$ cat src/rtl/mips_hilo_muldiv.sv
// Iterative shift-add multiplier / restoring divider with the HI/LO registers.
// One operand bit per cycle; a final FIXUP cycle applies the signs and writes back.
module mips_hilo_muldiv #(
   parameter int WIDTH = 32
) (
   input  logic             clk,
   input  logic             rst_n,
   input  logic             start,
   input  logic [2:0]       op,
   input  logic [WIDTH-1:0] a,
   input  logic [WIDTH-1:0] b,
   output logic [WIDTH-1:0] hi,
   output logic [WIDTH-1:0] lo,
   output logic             busy,
   output logic             stall,
   output logic             done
);

   localparam int CW = $clog2(WIDTH) + 1;

   localparam logic [1:0] S_IDLE  = 2'd0;
   localparam logic [1:0] S_MUL   = 2'd1;
   localparam logic [1:0] S_DIV   = 2'd2;
   localparam logic [1:0] S_FIXUP = 2'd3;

   logic [1:0]         state;
   logic [CW-1:0]      cnt;
   logic [2*WIDTH-1:0] acc;
   logic [WIDTH-1:0]   opd;
   logic               neg_q;
   logic               neg_r;
   logic               is_div;

   logic               issue;
   logic               sgn;
   logic               a_neg;
   logic               b_neg;
   logic [WIDTH-1:0]   a_abs;
   logic [WIDTH-1:0]   b_abs;

   assign issue = start & (state == S_IDLE);
   assign stall = busy | (start & ~busy & ~op[2]);
   assign sgn   = ~op[0];
   assign a_neg = sgn & a[WIDTH-1];
   assign b_neg = sgn & b[WIDTH-1];
   assign a_abs = a_neg ? -a : a;
   assign b_abs = b_neg ? -b : b;

   // acc holds {partial product, remaining multiplier bits}
   logic [WIDTH:0]     mul_sum;
   logic [2*WIDTH-1:0] mul_next;

   assign mul_sum  = {1'b0, acc[2*WIDTH-1:WIDTH]}
                   + {1'b0, (acc[0] ? opd : {WIDTH{1'b0}})};
   assign mul_next = {mul_sum, acc[WIDTH-1:1]};

   // acc holds {partial remainder, dividend bits / quotient bits}
   logic [WIDTH:0]     div_t;
   logic               div_ge;
   logic [WIDTH-1:0]   div_d;
   logic [WIDTH-1:0]   rem_n;
   logic [2*WIDTH-1:0] div_next;

   assign div_t    = {acc[2*WIDTH-1:WIDTH], acc[WIDTH-1]};
   assign div_ge   = div_t >= {1'b0, opd};
   assign div_d    = div_t[WIDTH-1:0] - opd;
   assign rem_n    = div_ge ? div_d : div_t[WIDTH-1:0];
   assign div_next = {rem_n, acc[WIDTH-2:0], div_ge};

   logic [2*WIDTH-1:0] prod_f;
   logic [WIDTH-1:0]   quo_f;
   logic [WIDTH-1:0]   rem_f;

   assign prod_f = neg_q ? -acc : acc;
   assign quo_f  = neg_q ? -acc[WIDTH-1:0] : acc[WIDTH-1:0];
   assign rem_f  = neg_r ? -acc[2*WIDTH-1:WIDTH]
                         : acc[2*WIDTH-1:WIDTH];

   always_ff @(posedge clk or negedge rst_n) begin
      if (!rst_n) begin
         state  <= S_IDLE;
         cnt    <= '0;
         acc    <= '0;
         opd    <= '0;
         neg_q  <= 1'b0;
         neg_r  <= 1'b0;
         is_div <= 1'b0;
         hi     <= '0;
         lo     <= '0;
         busy   <= 1'b0;
         done   <= 1'b0;
      end else begin
         done <= 1'b0;
         unique case (1'b1)
            issue: begin
               unique case (1'b1)
                  (op[2:1] == 2'b00): begin
                     state  <= S_MUL;
                     busy   <= 1'b1;
                     cnt    <= '0;
                     acc    <= {{WIDTH{1'b0}}, b_abs};
                     opd    <= a_abs;
                     neg_q  <= a_neg ^ b_neg;
                     neg_r  <= 1'b0;
                     is_div <= 1'b0;
                  end
                  (op[2:1] == 2'b01): begin
                     state  <= S_DIV;
                     busy   <= 1'b1;
                     cnt    <= '0;
                     acc    <= {{WIDTH{1'b0}}, a_abs};
                     opd    <= b_abs;
                     // divide by zero leaves the all-ones quotient unsigned
                     neg_q  <= (a_neg ^ b_neg) & (b != '0);
                     neg_r  <= a_neg;
                     is_div <= 1'b1;
                  end
                  (op == 3'b100): hi <= a;
                  (op == 3'b101): lo <= a;
                  default: ;
               endcase
            end
            (state == S_MUL), (state == S_DIV): begin
               acc <= (state == S_DIV) ? div_next : mul_next;
               cnt <= cnt + 1'b1;
               if (cnt == CW'(WIDTH - 1))
                  state <= S_FIXUP;
            end
            (state == S_FIXUP): begin
               hi    <= is_div ? rem_f : prod_f[2*WIDTH-1:WIDTH];
               lo    <= is_div ? quo_f : prod_f[WIDTH-1:0];
               done  <= 1'b1;
               busy  <= 1'b0;
               state <= S_IDLE;
            end
            default: ;
         endcase
      end
   end

endmodule

$ cat config.mk
export PLATFORM = sky130hd
export DESIGN_NAME = mips_hilo_muldiv
export DESIGN_NICKNAME = d
export VERILOG_FILES = /design/src/rtl/mips_hilo_muldiv.sv
export SDC_FILE = /design/constraint.sdc
export NUM_CORES = 1
export LEC_CHECK = 0
export CAP_MARGIN = 15
export CORE_MARGIN = 5
export CORE_UTILIZATION = 50
export CTS_CLUSTER_SIZE = 24
export DETAILED_ROUTE_END_ITERATION = 12
export PLACE_DENSITY = 0.73
export SLEW_MARGIN = 10
export SYNTH_ARGS = -nofsm -noshare
export SYNTH_HDL_FRONTEND = slang
export SYNTH_SLANG_ARGS = --single-unit
$ cat constraint.sdc
create_clock -name clk -period 5.8 [get_ports clk]
set_clock_uncertainty 0.15 [all_clocks]
set_input_delay 0.58 -clock clk [delete_from_list [all_inputs] [get_ports clk]]
set_output_delay 0.58 -clock clk [all_outputs]
set_load 0.03 [all_outputs]
Word level (Yosys, flattened, before mapping)
Index checks and enable logic that the tools add are counted.
{"block": "op_classes", "reduce_logical": 16, "eq_ne": 12, "muxes": 28, "bitwise_logic": 11, "magnitude_cmp": 1, "add_sub_neg": 8}
{"operator": "$mux W32", "count": 10}
{"operator": "$pmux W64 S2", "count": 2}
{"operator": "$pmux W32 S2", "count": 3}
{"operator": "$mux W64", "count": 2}
{"operator": "$neg A32 Y32", "count": 4}
{"operator": "$neg A64 Y64", "count": 1}
{"operator": "$add A32 B32 Y33", "count": 1}
{"operator": "$ge A33 B32 Y1", "count": 1}
{"operator": "$reduce_bool A32 Y1", "count": 1}
{"operator": "$sub A32 B32 Y32", "count": 1}
{"operator": "$pmux W6 S2", "count": 1}
{"operator": "$reduce_and A2 Y1", "count": 6}
{"operator": "$pmux W1 S2", "count": 4}
{"operator": "$add A6 B1 Y6 const B", "count": 1}
{"operator": "$and A1 B1 Y1", "count": 6}
{"operator": "$eq A3 B3 Y1 const B", "count": 2}
{"operator": "$eq A6 B5 Y1 const B", "count": 1}
{"operator": "$mux W6", "count": 1}
{"operator": "$pmux W2 S3", "count": 1}
{"operator": "$reduce_bool A2 Y1", "count": 3}
{"operator": "$eq A2 B1 Y1 const B", "count": 2}
{"operator": "$eq A2 B2 Y1 const B", "count": 2}
{"operator": "$logic_not A2 Y1", "count": 2}
{"operator": "$ne A2 B1 Y1 const B", "count": 2}
{"operator": "other kinds (11)", "count": 16}
{"block": "word_totals", "regBits": 173, "elab_cells": 87}

Longest topological paths before layout
{"block": "logic_depth", "word_depth": 5, "mapped_depth": 14, "depth_no_buf": 13}

Worst setup path before layout
OpenSTA, ideal clock, no wires.
{"block": "synth_path", "kind": "register -> register", "start": "reg acc[0]", "end": "reg acc[61]", "arrival_ps": 2983, "setup_ps": 126, "stages_incl_launch_ff": 14, "path_buffers": 1, "path_slack_ps": 2541, "path_cell_list": "dfrtp_1 inv_1 clkbuf_1 nor2_1 ha_1 or2_2 a211oi_1 a21boi_0 o21ai_0 or3_1 o22ai_1 o21ai_0 xnor2_1 a221o_1"}
{"block": "synth_between", "elab_chain_len": 4}
{"element": "start, declared", "line": "28", "source": "logic [2*WIDTH-1:0] acc;"}
{"element": "start signal, assigned", "line": "101", "source": "acc <= {{WIDTH{1'b0}}, b_abs};"}
{"element": "start signal, assigned", "line": "111", "source": "acc <= {{WIDTH{1'b0}}, a_abs};"}
{"element": "start signal, assigned", "line": "124", "source": "acc <= (state == S_DIV) ? div_next : mul_next;"}
{"element": "$mux W32", "line": "54", "source": "+ {1'b0, (acc[0] ? opd : {WIDTH{1'b0}})};"}
{"element": "$add A32 B32 Y33", "line": "54"}
{"element": "$mux W64", "line": "124"}
{"element": "$pmux W64 S2", "line": "94", "source": "unique case (1'b1)"}
Every way passes these cells.
A chain may end at the register's enable or synchronous reset.

Worst setup path in the final report
Ends and elaborated chain as after synthesis.

==> out/qor.csv <==
stage,metric,value,unit
logic_synthesis,"Top FF cell, synth",dfrtp_1,
cts,"Setup Fix Bufs, Post-CTS",0,
sta,Final min period,4.08,ns
cts,total CTS buffers,17,
worst_setup_path,worst stage delay on the critical path,0.70,ns
cells_and_area,share of layout cells above drive strength 1,0.0643,
logic_synthesis,Ys Warns,0,
floorplan,Rows,63,
global_routing,GRT Util Overall,0.340,
route,drt pass-1 iters,6,
run,# Max-Cap Violations,0,
logic_synthesis,Synth Area per Inst,7.93,um^2
logic_synthesis,Synthesized Nets,2030,
logic_synthesis,unique cell type count in the Yosys netlist,78,
sta,RSZ-0062 raised after global routing,no,
global_routing,total grt overflow,0,
sta,# setup viols final,0,
power,Cell Pwr Density,658,nW/um^2
worst_setup_path,Crit Reg-Reg Startpoint,acc[0],
route,DRT iter0 DRCs,1881,
sta,Final Hold Fails,0,
worst_setup_path,sequence of cells on the critical path,inv_1 > buf_4 > nor2_1 > ha_1 > a21o_1 > a21o_1 > a21oi_1 > o21ai_0 > or3_1 > o22ai_1 > o21ai_0 > xnor2_1 > a221o_1,
route,DRC,0,
route,DR vias,15360,
cells_and_area,Filler Cell Count,2762,
sta,hold slack,0.0458,ns
sta,worst slew pin tran,1.17,ns
cells_and_area,P&R area growth vs syn,15.3,%
worst_hold_path,hold crit path type,in2async,
cts,# clock sinks,173,
worst_setup_path,worst path bufs/invs,2,
floorplan,die height,183,um
global_routing,vias in the first global route,14440,
placement,Post-Place Worst Slack,1.72,ns
cells_and_area,Inserted Diodes,0,
route,vias per cell,6.50,
logic_synthesis,Post-synth EDFFs,0,
placement,# port buffers,136,
logic_synthesis,Cells after Synth,1885,
status,status,"finished, final reports clean",
worst_setup_path,Worst R2R Setup Slack,1.72,ns
logic_synthesis,sequential element share of the synthesized area,0.289,
worst_setup_path,CP Launch Type,flop,
cts,Root Buffer,clkbuf_16,
global_routing,global-route wire length before repair,88000,um
cts,clock transition at the registers of the reported paths,0.08,ns
cts,H-Tree Level Count,4,
cts,CTS tree,yes,
sta,Final Cycle Share,0.703,
logic_synthesis,mapped cell area,15000,um^2
logic_synthesis,"FF+latch count, synth",173,
floorplan,Die Area,33500,um^2
floorplan,Core Box Area,29600,um^2
logic_synthesis,async set-reset flop share out of synthesis,1.00,
sta,highest clock rate,0.245,GHz
power,Leak,7.41,nW
cells_and_area,NumNets Final,2106,
floorplan,Die X,183,um
worst_setup_path,Top delay family on crit path,compound AO/OA/AOI/OAI gates,
floorplan,initial core utilization,0.506,
worst_setup_path,"Req. time, crit path",5.98,ns
placement,GPL Wtd Cong,0.994,
sta,Rel. slew slack,0.216,
floorplan,I/O Pins,137,
worst_setup_path,slowest cell on the critical path,inv_1,
cts,clk_lat worst skew,0.46,ns
cts,hold_buf cts,0,
sta,Max Slew Vio Count,0,
placement,DPL Wire Length,45900,um
route,average routed wire per standard cell,24.8,um
worst_setup_path,Worst Path Max Fanout,23,
cts,CTS max path bufs,2,
route,Routed Antenna Nets,0,
route,Routed WL,58700,um
sta,PnR worst setup slack,1.72,ns
global_routing,pin count of the biggest net entering global routing,95,
worst_setup_path,critical path capture point type,flop,
cts,post_cts resized,0,
worst_setup_path,WP data arrival,4.26,ns
worst_setup_path,beginning of the critical path,acc[0],
sta,post-route setup TNS,0,ns
worst_setup_path,Setup CP Type,reg2reg,
power,peak supply drop,0.402,mV
global_routing,initial antenna violation count,0,
state kept, by name, summed over array words and instances, names as in the netlist:
register,flops
acc,64
hi,32
lo,32
opd,32
cnt,6
state,2
busy,1
done,1
is_div,1
neg_q,1
neg_r,1
worst paths after layout:
path / endpoint / depth (start not counted)
worst max-delay path: acc[61] / 13
worst min register to register: hi[28] / 2
worst max register to register: acc[61] / 13
min in group clk: hi[28] / 2
max in group asynchronous: lo[11] / 2
worst min-delay path: acc[52] / 1
placed cells by master, fill, tap and decap left out, drive strengths merged, types with 5 or more instances in the layout:
| cell | count |
|---|---|
| nand4 | 14 |
| a21o | 58 |
| o41ai | 14 |
| and2 | 7 |
| or3 | 25 |
| a22oi | 27 |
| o211ai | 8 |
| xor2 | 78 |
| o21a | 12 |
| nand2b | 13 |
| o21ai | 196 |
| or4 | 13 |
| clkbuf | 17 |
| a21oi | 151 |
| o22ai | 5 |
| a31oi | 22 |
| dfrtp | 173 |
| nor2b | 20 |
| a221oi | 5 |
| o221ai | 26 |
| nand2 | 215 |
| mux2 | 28 |
| ha | 73 |
| clkinv | 5 |
| inv | 82 |
| clkdlybuf4s50 | 135 |
| nor4 | 17 |
| nor2 | 169 |
| nor3 | 35 |
| xnor2 | 92 |
| a211oi | 42 |
| and3 | 9 |
| o31ai | 24 |
| nand3 | 23 |
| mux2i | 30 |
| nand4b | 5 |
| nand3b | 5 |
| buf | 26 |
| or2 | 11 |
| a311oi | 8 |
synth_stat cells (6+ instances only):
cell type | instances | area share
a211oi_1 | 42 | 0.021
a21o_1 | 58 | 0.029
a21oi_1 | 146 | 0.049
a22oi_1 | 27 | 0.014
a311oi_1 | 8 | 0.0047
a31oi_1 | 22 | 0.0092
and2_1 | 6 | 0.0025
and3_1 | 9 | 0.0038
buf_1 | 10 | 0.0025
buf_2 | 6 | 0.0020
clkbuf_1 | 87 | 0.022
dfrtp_1 | 173 | 0.29
ha_1 | 73 | 0.061
inv_1 | 71 | 0.018
mux2_2 | 28 | 0.021
mux2i_1 | 30 | 0.020
nand2_1 | 215 | 0.054
nand2b_1 | 13 | 0.0054
nand3_1 | 23 | 0.0077
nand4_1 | 14 | 0.0059
nor2_1 | 168 | 0.042
nor2b_1 | 20 | 0.0084
nor3_1 | 35 | 0.012
nor4_1 | 11 | 0.0046
o211ai_1 | 8 | 0.0040
o21a_1 | 12 | 0.0060
o21ai_0 | 188 | 0.063
o21ai_1 | 6 | 0.0020
o221ai_1 | 26 | 0.015
o31ai_1 | 24 | 0.012
o41ai_1 | 11 | 0.0064
or2_2 | 11 | 0.0046
or3_1 | 25 | 0.010
or4_1 | 11 | 0.0055
xnor2_1 | 92 | 0.054
xor2_1 | 78 | 0.046
cell families (layout without fill, tap and decap cells):
| family | count (synthesis) | in the layout | synth area share |
|---|---|---|---|
| multiplexers | 58 | 58 | 0.0412 |
| flip-flops | 173 | 173 | 0.289 |
| XOR/XNOR | 170 | 170 | 0.0995 |
| AND/OR/NAND/NOR | 590 | 590 | 0.186 |
| adder cells (fa/ha/maj) | 75 | 75 | 0.0637 |
| AO/OA/AOI/OAI | 643 | 643 | 0.275 |
| buffers and inverters | 176 | 265 | 0.0449 |
metrics by stage:
stage | cell area, um^2 | cells | utilization | power, W
2_1_floorplan | 15000 | 1885 | - | 0.00747
3_3_place_gp | 16600 | 2332 | 0.563 | 0.00982
3_5_place_dp | 16600 | 2332 | 0.563 | 0.00992
4_1_cts | 17200 | 2364 | 0.583 | 0.0111
5_1_grt | 17200 | 2364 | 0.583 | 0.0120
6_report | 17200 | 2364 | 0.583 | 0.0113
where the power goes:
part           leakage, nW  internal, W  switching (W)
clock network        0.297     0.000593       0.000634
logic                 4.95      0.00287        0.00469
registers             2.17      0.00177       0.000781
area by class of cell:
cell class,count,area (um^2),area share
inverters,72,270,0.0157
multi-input cells,1536,10000,0.580
repair buffers,161,1550,0.0899
clock buffers,17,425,0.0247
flip-flops and latches,173,4330,0.251
well taps,390,488,0.0283
clock inverters,15,181,0.0105
per-layer routing:
| metal | routed length, um | global-route usage | vias up |
|---|---|---|---|
| met1 | 24800 | 0.483 | 7343 |
| met3 | 5950 | 0.0666 | 119 |
| met4 | 2330 | 0.129 | 0 |
| met5 | 0 | 0 | - |
| met2 | 25600 | 0.515 | 885 |
| li1 | - | - | 7013 |
Note: power is estimated with default switching activity, not from simulation.
